## src/rtl/multicycle_cpu.sv

```systemverilog
// ---------------------------------------------------------------------------
// multicycle_cpu
//   Multi-cycle 8-register CPU sharing one req/ready memory port between
//   instruction fetch and LD/ST data transfers. Phases: FETCH -> EXEC
//   (-> MEM for LD/ST), HALT is terminal until reset.
//
// Parameters
//   DATA_W  datapath/register width (>= 16)
//   ADDR_W  PC / memory address width (>= 6, branch offset is 6 bits)
//
// Ports
//   clock      rising-edge clock
//   reset      asynchronous active-low reset
//   mem_req    memory transfer request
//   mem_we     write strobe (valid with mem_req)
//   mem_addr   transfer address
//   mem_wdata  store data
//   mem_rdata  read data, taken when mem_req & mem_ready
//   mem_ready  transfer completes this cycle
//   dbg_sel    register select for observation
//   dbg_reg    combinational R[dbg_sel]
//   PC, IR     program counter, instruction register
//   halted     core is in HALT
//
// Build option
//   MULTICYCLE_CPU_SHIFT_EN : adds SHR (0001101) and SHL (0001110);
//   without it those opcodes are NOPs.
// ---------------------------------------------------------------------------
module multicycle_cpu #(
    parameter int DATA_W = 16,
    parameter int ADDR_W = 10
) (
    input  logic              clock,
    input  logic              reset,
    output logic              mem_req,
    output logic              mem_we,
    output logic [ADDR_W-1:0] mem_addr,
    output logic [DATA_W-1:0] mem_wdata,
    input  logic [DATA_W-1:0] mem_rdata,
    input  logic              mem_ready,
    input  logic [2:0]        dbg_sel,
    output logic [DATA_W-1:0] dbg_reg,
    output logic [ADDR_W-1:0] PC,
    output logic [15:0]       IR,
    output logic              halted
);

    localparam logic [1:0] ST_FETCH = 2'd0;
    localparam logic [1:0] ST_EXEC  = 2'd1;
    localparam logic [1:0] ST_MEM   = 2'd2;
    localparam logic [1:0] ST_HALT  = 2'd3;

    localparam logic [6:0] OP_MOVA = 7'b0000000;
    localparam logic [6:0] OP_INC  = 7'b0000001;
    localparam logic [6:0] OP_ADD  = 7'b0000010;
    localparam logic [6:0] OP_SUB  = 7'b0000101;
    localparam logic [6:0] OP_AND  = 7'b0001000;
    localparam logic [6:0] OP_OR   = 7'b0001001;
    localparam logic [6:0] OP_XOR  = 7'b0001010;
    localparam logic [6:0] OP_NOT  = 7'b0001011;
    localparam logic [6:0] OP_MOVB = 7'b0001100;
    localparam logic [6:0] OP_SHR  = 7'b0001101;
    localparam logic [6:0] OP_SHL  = 7'b0001110;
    localparam logic [6:0] OP_LD   = 7'b0010000;
    localparam logic [6:0] OP_ST   = 7'b0100000;
    localparam logic [6:0] OP_LDI  = 7'b1001100;
    localparam logic [6:0] OP_ADI  = 7'b1000010;
    localparam logic [6:0] OP_BRZ  = 7'b1100000;
    localparam logic [6:0] OP_BRN  = 7'b1100001;
    localparam logic [6:0] OP_JMP  = 7'b1110000;
    localparam logic [6:0] OP_HALT = 7'b1111111;

    logic [1:0]        state_reg, state_next;
    logic [ADDR_W-1:0] pc_reg, pc_next;
    logic [15:0]       ir_reg, ir_next;
    logic [DATA_W-1:0] regs [8];
    logic              wr_en;
    logic [DATA_W-1:0] wr_data;

    logic [6:0]        opcode;
    logic [2:0]        dr, sa, sb;
    logic [DATA_W-1:0] sa_val, sb_val, imm;
    logic [ADDR_W-1:0] pc_inc, branch_target;

    assign opcode = ir_reg[15:9];
    assign dr     = ir_reg[8:6];
    assign sa     = ir_reg[5:3];
    assign sb     = ir_reg[2:0];
    assign sa_val = regs[sa];
    assign sb_val = regs[sb];
    assign imm    = {{(DATA_W-3){1'b0}}, sb};
    assign pc_inc = pc_reg + ADDR_W'(1);
    // 6-bit signed offset split across the DR and SB fields.
    assign branch_target = pc_reg + {{(ADDR_W-6){ir_reg[8]}}, ir_reg[8:6], ir_reg[2:0]};

    always_comb begin
        state_next = state_reg;
        pc_next    = pc_reg;
        ir_next    = ir_reg;
        wr_en      = 1'b0;
        wr_data    = '0;
        case (state_reg)
            ST_FETCH: begin
                if (mem_ready) begin
                    ir_next    = mem_rdata[15:0];
                    state_next = ST_EXEC;
                end
            end
            ST_EXEC: begin
                state_next = ST_FETCH;
                pc_next    = pc_inc;
                case (opcode)
                    OP_MOVA: begin wr_en = 1'b1; wr_data = sa_val; end
                    OP_INC:  begin wr_en = 1'b1; wr_data = sa_val + DATA_W'(1); end
                    OP_ADD:  begin wr_en = 1'b1; wr_data = sa_val + sb_val; end
                    OP_SUB:  begin wr_en = 1'b1; wr_data = sa_val - sb_val; end
                    OP_AND:  begin wr_en = 1'b1; wr_data = sa_val & sb_val; end
                    OP_OR:   begin wr_en = 1'b1; wr_data = sa_val | sb_val; end
                    OP_XOR:  begin wr_en = 1'b1; wr_data = sa_val ^ sb_val; end
                    OP_NOT:  begin wr_en = 1'b1; wr_data = ~sa_val; end
                    OP_MOVB: begin wr_en = 1'b1; wr_data = sb_val; end
`ifdef MULTICYCLE_CPU_SHIFT_EN
                    OP_SHR:  begin wr_en = 1'b1; wr_data = sb_val >> 1; end
                    OP_SHL:  begin wr_en = 1'b1; wr_data = sb_val << 1; end
`endif
                    OP_LDI:  begin wr_en = 1'b1; wr_data = imm; end
                    OP_ADI:  begin wr_en = 1'b1; wr_data = sa_val + imm; end
                    OP_BRZ:  if (sa_val == '0) pc_next = branch_target;
                    OP_BRN:  if (sa_val[DATA_W-1]) pc_next = branch_target;
                    OP_JMP:  pc_next = sa_val[ADDR_W-1:0];
                    // PC advances only when the data transfer completes.
                    OP_LD, OP_ST: begin
                        pc_next    = pc_reg;
                        state_next = ST_MEM;
                    end
                    OP_HALT: begin
                        pc_next    = pc_reg;
                        state_next = ST_HALT;
                    end
                    default: ;
                endcase
            end
            ST_MEM: begin
                if (mem_ready) begin
                    if (opcode == OP_LD) begin
                        wr_en   = 1'b1;
                        wr_data = mem_rdata;
                    end
                    pc_next    = pc_inc;
                    state_next = ST_FETCH;
                end
            end
            default: ;
        endcase
    end

    always_ff @(posedge clock or negedge reset) begin
        if (!reset) begin
            state_reg <= ST_FETCH;
            pc_reg    <= '0;
            ir_reg    <= '0;
        end else begin
            state_reg <= state_next;
            pc_reg    <= pc_next;
            ir_reg    <= ir_next;
        end
    end

    // One flop bank per register so the reset clears all eight at once.
    genvar gi;
    generate
        for (gi = 0; gi < 8; gi++) begin : g_regs
            logic [DATA_W-1:0] r_reg;
            always_ff @(posedge clock or negedge reset) begin
                if (!reset)
                    r_reg <= '0;
                else if (wr_en && dr == 3'(gi))
                    r_reg <= wr_data;
            end
            assign regs[gi] = r_reg;
        end
    endgenerate

    // Request/strobe are gated by reset so an in-flight transfer is
    // abandoned the moment reset asserts, not at the next clock edge.
    assign mem_req   = reset && (state_reg == ST_FETCH || state_reg == ST_MEM);
    assign mem_we    = reset && (state_reg == ST_MEM) && (opcode == OP_ST);
    assign mem_addr  = (state_reg == ST_MEM)   ? sa_val[ADDR_W-1:0] :
                       (state_reg == ST_FETCH) ? pc_reg : '0;
    assign mem_wdata = mem_we ? sb_val : '0;

    assign dbg_reg = regs[dbg_sel];
    assign PC      = pc_reg;
    assign IR      = ir_reg;
    assign halted  = (state_reg == ST_HALT);

endmodule

```

## config.mk

```make
export PLATFORM = sky130hd
export DESIGN_NAME = multicycle_cpu
export DESIGN_NICKNAME = d
export VERILOG_FILES = /design/src/rtl/multicycle_cpu.sv
export SDC_FILE = /design/constraint.sdc
export NUM_CORES = 1
export LEC_CHECK = 0
export ABC_AREA = 1
export ABC_CLOCK_PERIOD_IN_PS = 7300
export CAP_MARGIN = 0
export CORE_MARGIN = 2
export CORE_UTILIZATION = 35
export DETAILED_ROUTE_END_ITERATION = 12
export GPL_ROUTABILITY_DRIVEN = 1
export RECOVER_POWER = 25
export SLEW_MARGIN = 20
export SYNTH_ARGS = -nofsm -noshare
export SYNTH_HDL_FRONTEND = slang
export SYNTH_SLANG_ARGS = --single-unit
export TNS_END_PERCENT = 5
```

## constraint.sdc

```tcl
create_clock -name clock -period 7.3 [get_ports clock]
set_input_delay 1.095 -clock clock [delete_from_list [all_inputs] [get_ports clock]]
set_output_delay 1.095 -clock clock [all_outputs]
set_load 0.02 [all_outputs]
```

==> results of run 1 <==
## power groups by stage
stage / registers [mW] / logic, mW / clock network [mW]
final: 1.16 / 3.85 / 0.948
after global routing: 1.18 / 4.21 / 0.991
after CTS: 1.16 / 3.76 / 0.956
after detailed placement: 1.18 / 3.74 / 0
after global placement: 1.17 / 3.69 / 0
after floorplan: 1.17 / 2.55 / 0
## area by class of cell
cell class	instances	area (um^2)
Fill cell	4071	22700
Multi-Input combinational cell	1511	8020
Sequential cell	156	3910
Timing Repair Buffer	108	1030
Inverter	260	1000
Tap cell	511	639
Clock buffer	18	439
Clock inverter	14	151
## Yosys cell counts, types with 8 or more instances
cell type / count / area share (%)
o211ai_1: 16 / 0.89
inv_2: 18 / 0.50
o21ai_0: 218 / 8.1
a21oi_1: 153 / 5.7
o2111ai_1: 8 / 0.52
buf_2: 30 / 1.1
nor2_1: 90 / 2.5
nand3_2: 10 / 0.74
nor3_1: 13 / 0.48
nand2_1: 541 / 15
o22ai_1: 16 / 0.74
nand4_1: 10 / 0.46
buf_6: 12 / 1.0
xor2_1: 13 / 0.84
a221oi_1: 28 / 1.8
inv_4: 8 / 0.37
buf_4: 10 / 0.56
buf_1: 10 / 0.28
o21ai_1: 91 / 3.4
clkbuf_1: 43 / 1.2
nor2_4: 9 / 0.75
dfrtp_1: 156 / 29
inv_1: 229 / 6.4
a31oi_1: 20 / 0.93
nand3_1: 135 / 5.0
ha_1: 62 / 5.8
## metrics by stage
step / power [mW] / util (%)
global placement: 4.86 / 38.6
CTS: 5.87 / 40.2
finish: 5.96 / 40.1
floorplan: 3.72 / -
detailed placement: 4.91 / 38.6
global route: 6.38 / 40.1
## worst max-delay path, delay by kind of cell, from the launching register on
family,cells,cell delay [ns]
DFF,1,0.99
AOI/OAI and AO/OA,7,1.67
adders and majority gates,2,0.45
buffers and inverters,5,0.81
and+or+nand+nor,10,1.57
## metal layers
layer,up-vias,wire [um],share of wire (%),GRT usage [%]
met5,-,0,0,0
met4,0,1720,3.2,9.07
met3,115,4550,8.5,4.82
met2,769,24100,45,42.2
met1,6897,23100,43,35.8
li1,6822,-,-,-
## cells by family (layout without fill, tap and decap cells)
family	Yosys count	count (layout)	synth area share [%]
mux	1	1	0.0835
xor+xnor	19	19	1.23
compound gates	586	586	24.5
simple gates	841	841	27.6
buf+inv	365	400	11.6
flops	156	156	28.9
fa+ha+maj	64	64	6.05
## worst paths after layout
| kind | start | endpoint | slack [ns] |
|---|---|---|---|
| setup / recovery | IR[0] | g_regs[0].r_reg[14] | 1.59 |
| hold reg to reg | g_regs[6].r_reg[15] | g_regs[6].r_reg[15] | 0.48 |
| setup reg to reg | IR[0] | g_regs[0].r_reg[14] | 1.59 |
| max in group asynchronous | reset | g_regs[2].r_reg[14] | 3.52 |
| min in group asynchronous | reset | PC[2] | 1.20 |
| hold / removal | g_regs[6].r_reg[15] | g_regs[6].r_reg[15] | 0.48 |
==> impl_metrics.py, run 1 <==
metrics = {
    "status": {
        "status": "complete, but fails checks",
        "violations": "capacitance limit, slew limit",
    },
    "routing": {
        "num_vias": 14600,
        "firstDrtPassIters": 6,
        "drcViolationCount": 0,
        "routedWlPerCell_um": 20.8,
        "drt_iter0_drc": 1780,
        "wirelength_um": 53500,
        "viasPerCell": 5.66,
        "ant_nets": 0,
    },
    "synth": {
        "synth.avg_cell_area_um2": 6.64,
        "synth_edf_count": 0,
        "synth-seq-area-share_pct": 28.9,
        "synthesis.area_um2": 13500,
        "ys_ff_latch": 156,
        "async_flop_share_pct": 100,
        "synth.distinct_cells": 58,
        "synth-main-ff-cell": "dfrtp_1",
        "ys_warn_count": 0,
        "netlist_instances": 2032,
        "synthesis.nets": 2118,
    },
    "layout": {
        "fin_area_um2": 15200,
        "largest_reg_flops": 128,
        "fin_nets": 2140,
        "drive_above_1_share_pct": 6.48,
        "layout_commonest_cell": "nand2_1",
        "final_cells": 2578,
        "syn_to_final_growth_pct": 12.6,
        "most-common-layout-cells": "nand2_1 (541), inv_1 (230), o21ai_0 (218), dfrtp_1 (153), a21oi_1 (153)",
        "diodes": 0,
    },
    "floorplan": {
        "fp.dieW_um": 200,
        "fp.coreArea_um2": 37800,
        "io_pins": 93,
        "rows": 71,
        "start_util_pct": 35.6,
        "die_h_um": 200,
        "dieArea_um2": 40100,
    },
    "global_route": {
        "overflow": 0,
        "grt_first_pass_wirelength_um": 82700,
        "grt_usage_pct": 26.4,
        "grt_max_degree": 82,
        "grt_pass1_vias": 13800,
        "antenna_found_initial": 0,
    },
    "timing": {
        "hold_viol_final": 0,
        "finalSetupViolations": 0,
        "fin_crit_ns": 5.71,
        "maxSlewHeadroom_pct": -33.5,
        "finalCritPeriodShare_pct": 78.2,
        "setup_tns_ns": 0,
        "tightest_slew_ns": 2.00,
        "rsz0062_at_grt": "no",
        "fin_worst_skew_ns": 0.0167,
        "whs_ns": 0.483,
        "setup_slack_ns": 1.59,
        "slew_violations": 34,
        "timing.fmax_ghz": 0.175,
    },
    "setup_path": {
        "slowest_delay_ns": 0.99,
        "critPathKind": "flop to flop",
        "cp-end-kind": "flop",
        "crit_chain": "buf_4, nand2_1, nand3_1, nand2_1, o21ai_4, ha_1, inv_1, nor2_1, inv_1, nor2_1, inv_1, nor2_1, nand2_1, a311oi_1, ha_1, inv_1, nor3_1, nand4_1, nand2_1, a21oi_1, o21ai_0, a21oi_1, o21ai_1, o21ai_0",
        "reg2reg_depth": 24,
        "cp_max_fo": 45,
        "cp_slowest_cell": "dfrtp_2",
        "critPathArrivalTime_ns": 6.00,
        "startpoint_type": "flop",
        "cp.required_ns": 7.59,
    },
    "clock_network": {
        "cts-resized-gates": 0,
        "cts_hold_buf": 0,
        "clkLatencyLatePin_ns": 0.45,
        "cts_tree": "done",
        "htreeDepth": 4,
        "cts.reportedPaths.clkPinSlew_ns": 0.07,
        "clockBufferDepth": 2,
        "clockRootBuffer": "clkbuf_16",
        "clkSinkCount": 156,
        "numCtsBuffers": 17,
        "post_cts_buffers": 0,
    },
    "power": {
        "clkPwrFrac_pct": 15.9,
        "seqPwrFrac_pct": 19.5,
        "combPwrFrac_pct": 64.6,
        "power_switching_mw": 3.37,
        "p_int_mw": 2.59,
        "p_leak_nw": 6.76,
        "p_per_area_nw_per_um2": 392,
        "peakVddDrop_mv": 0.223,
        "switching_share_pct": 56.6,
    },
    "placed_design": {
        "dp_cells": 2546,
        "dpl-instance-area_um2": 14600,
        "dp_hpwl_um": 36900,
        "io_buffers": 92,
        "post-place-ws_ns": 1.81,
        "gp_congestion": 0.936,
    },
    "min_path": {
        "hold_depth": 2,
        "hold_class": "flop to flop",
    },
    "run": {
        "maxCapViolCount": 1,
    },
}
(Power assumes the default switching activity.)
==> run 2: changes to the inputs <==
--- a/config.mk
+++ b/config.mk
@@ -6,7 +6,7 @@
 export NUM_CORES = 1
 export LEC_CHECK = 0
 export ABC_AREA = 1
-export ABC_CLOCK_PERIOD_IN_PS = 7300
+export ABC_CLOCK_PERIOD_IN_PS = 5900
 export CAP_MARGIN = 0
 export CORE_MARGIN = 2
 export CORE_UTILIZATION = 35
==> constraint.sdc (replaced) <==
create_clock -name clock -period 5.9 [get_ports clock]
set_input_delay 0.885 -clock clock [delete_from_list [all_inputs] [get_ports clock]]
set_output_delay 0.885 -clock clock [all_outputs]
set_load 0.02 [all_outputs]
==> impl_metrics.py, run 2 (same netlist as run 1, synthesis figures left out) <==
metrics = {
    "setup_path": {
        "cp.required_ns": 6.22,
        "r2r_setup_slack_ns": 0.58,
        "critPathKind": "flop to flop",
        "regToRegStartpoint": "IR[1]",
        "startpoint_type": "flop",
        "reg2reg_to": "g_regs[0].r_reg[7]",
        "cp-end-kind": "flop",
        "reg2reg_depth": 26,
        "cp_max_fo": 19,
        "critPathArrivalTime_ns": 5.64,
    },
    "timing": {
        "fin_crit_ns": 5.32,
        "finalSetupViolations": 0,
        "finalCritPeriodShare_pct": 90.2,
        "fin_worst_skew_ns": 0.0114,
        "maxSlewHeadroom_pct": -9.39,
        "rsz0062_at_grt": "no",
        "timing.fmax_ghz": 0.188,
        "slew_violations": 26,
        "setup_slack_ns": 0.576,
        "setup_tns_ns": 0,
        "tightest_slew_ns": 1.64,
        "hold_viol_final": 0,
    },
    "power": {
        "p_per_area_nw_per_um2": 480,
        "peakVddDrop_mv": 0.242,
        "total_power_mw": 7.32,
        "p_leak_nw": 6.80,
    },
    "clock_network": {
        "clockRootBuffer": "clkbuf_16",
        "cts_hold_buf": 0,
        "post_cts_buffers": 0,
        "cts.reportedPaths.clkPinSlew_ns": 0.08,
        "clockBufferDepth": 2,
        "clkSinkCount": 156,
        "cts-resized-gates": 0,
        "numCtsBuffers": 17,
        "htreeDepth": 4,
        "clkLatencyLatePin_ns": 0.45,
        "cts_tree": "done",
    },
    "floorplan": {
        "dieArea_um2": 40100,
        "start_util_pct": 35.6,
        "io_pins": 93,
        "fp.coreArea_um2": 37800,
        "rows": 71,
        "fp.dieW_um": 200,
        "die_h_um": 200,
    },
    "placed_design": {
        "dp_hpwl_um": 37000,
        "post-place-ws_ns": 0.872,
        "gp_congestion": 0.943,
        "dp_cells": 2554,
        "dpl-instance-area_um2": 14700,
        "io_buffers": 92,
    },
    "global_route": {
        "overflow": 0,
        "antenna_found_initial": 0,
        "grt_max_degree": 133,
        "grt_usage_pct": 26.0,
        "grt_pass1_vias": 13700,
        "grt_first_pass_wirelength_um": 81600,
    },
    "min_path": {
        "hold_class": "flop to flop",
        "hp-start": "g_regs[0].r_reg[15]",
        "hold_end": "g_regs[0].r_reg[15]",
        "hold_depth": 2,
    },
    "routing": {
        "routedWlPerCell_um": 20.4,
        "num_vias": 14500,
        "viasPerCell": 5.59,
        "drt_iter0_drc": 1666,
        "wirelength_um": 52800,
        "firstDrtPassIters": 6,
        "ant_nets": 0,
        "drcViolationCount": 0,
    },
    "layout": {
        "drive_above_1_share_pct": 6.94,
        "multi_input_area_um2": 8020,
        "layout_commonest_cell": "nand2_1",
        "most-common-layout-cells": "nand2_1 (540), inv_1 (229), o21ai_0 (218), dfrtp_1 (153), a21oi_1 (153)",
        "fin_area_um2": 15300,
        "fin_nets": 2148,
        "fillers": 4066,
        "largest_reg_flops": 128,
        "syn_to_final_growth_pct": 13.2,
        "seq_area_um2": 3910,
        "final_cells": 2586,
        "diodes": 0,
    },
    "status": {
        "violations": "capacitance limit, slew limit",
        "status": "complete, but fails checks",
    },
    "run": {
        "maxCapViolCount": 1,
    },
}
[run 2: cell types whose count changed in the layout (fill, tap and decap cells not counted), moves of 2 or more]
| cell | change |
|---|---|
| inv_6 | -2 |
| inv_8 | -2 |
| buf_12 | +2 |
| buf_4 | +6 |
| clkbuf_8 | +2 |
| clkinv_4 | +3 |
[run 2: where the power goes]
group          switching [mW]  total, mW  internal, mW  leakage [nW]
combinational            3.32       4.74          1.42          4.45
clock                   0.539       1.12         0.585         0.280
sequential              0.259       1.46          1.20          2.07
[run 2: layer usage]
| metal | GRT usage (%) | up-vias | share of wire (%) |
|---|---|---|---|
| met5 | 0 | - | 0 |
| met4 | 8.44 | 0 | 2.6 |
| met3 | 4.51 | 89 | 8.6 |
| met2 | 41.8 | 728 | 45 |
| met1 | 35.4 | 6810 | 43 |
| li1 | - | 6831 | - |
[run 2: worst max path at each step]
stage	cells after the start	endpoint	slack [ns]	start
after floorplan	25	g_regs[0].r_reg[13]	1.97	IR[0]
after global placement	24	g_regs[0].r_reg[14]	0.76	IR[1]
after detailed placement	24	g_regs[0].r_reg[14]	0.87	IR[1]
after CTS	24	g_regs[0].r_reg[14]	0.82	IR[1]
after global routing	26	g_regs[0].r_reg[7]	0.28	IR[1]
final	26	g_regs[0].r_reg[7]	0.58	IR[1]
[run 2: area by class of cell]
class                   instances  area share, %
multi-input cells            1511           52.6
flip-flops and latches        156           25.6
repair buffers                116           7.31
inverters                     260           6.56
well taps                     511           4.19
clock buffers                  20           3.06
clock inverters                12          0.705
[run 2: through the flow]
stage	hold WS, ns	util, %
2_1_floorplan	0.449	-
3_3_place_gp	0.471	38.8
3_5_place_dp	0.469	38.8
4_1_cts	0.286	40.3
5_1_grt	0.504	40.3
6_report	0.485	40.3
[run 2: worst max-delay path: stages (launching register included)]
cell,delay [ns]
dfrtp_2,0.69
inv_2,0.29
nand3_1,0.16
nand2_1,0.07
o21ai_2,0.34
ha_1,0.22
inv_1,0.05
nor2_1,0.13
nand2_1,0.09
nor2_1,0.21
o22ai_1,0.14
ha_1,0.33
a21oi_1,0.15
o21ai_0,0.09
a21oi_1,0.31
inv_1,0.12
nand2_1,0.08
nand2_1,0.05
o21ai_0,0.13
inv_1,0.16
or2_2,0.30
nand3_1,0.08
nand3_1,0.07
o21ai_0,0.29
o21ai_0,0.20
nand2_1,0.30
o21ai_0,0.14
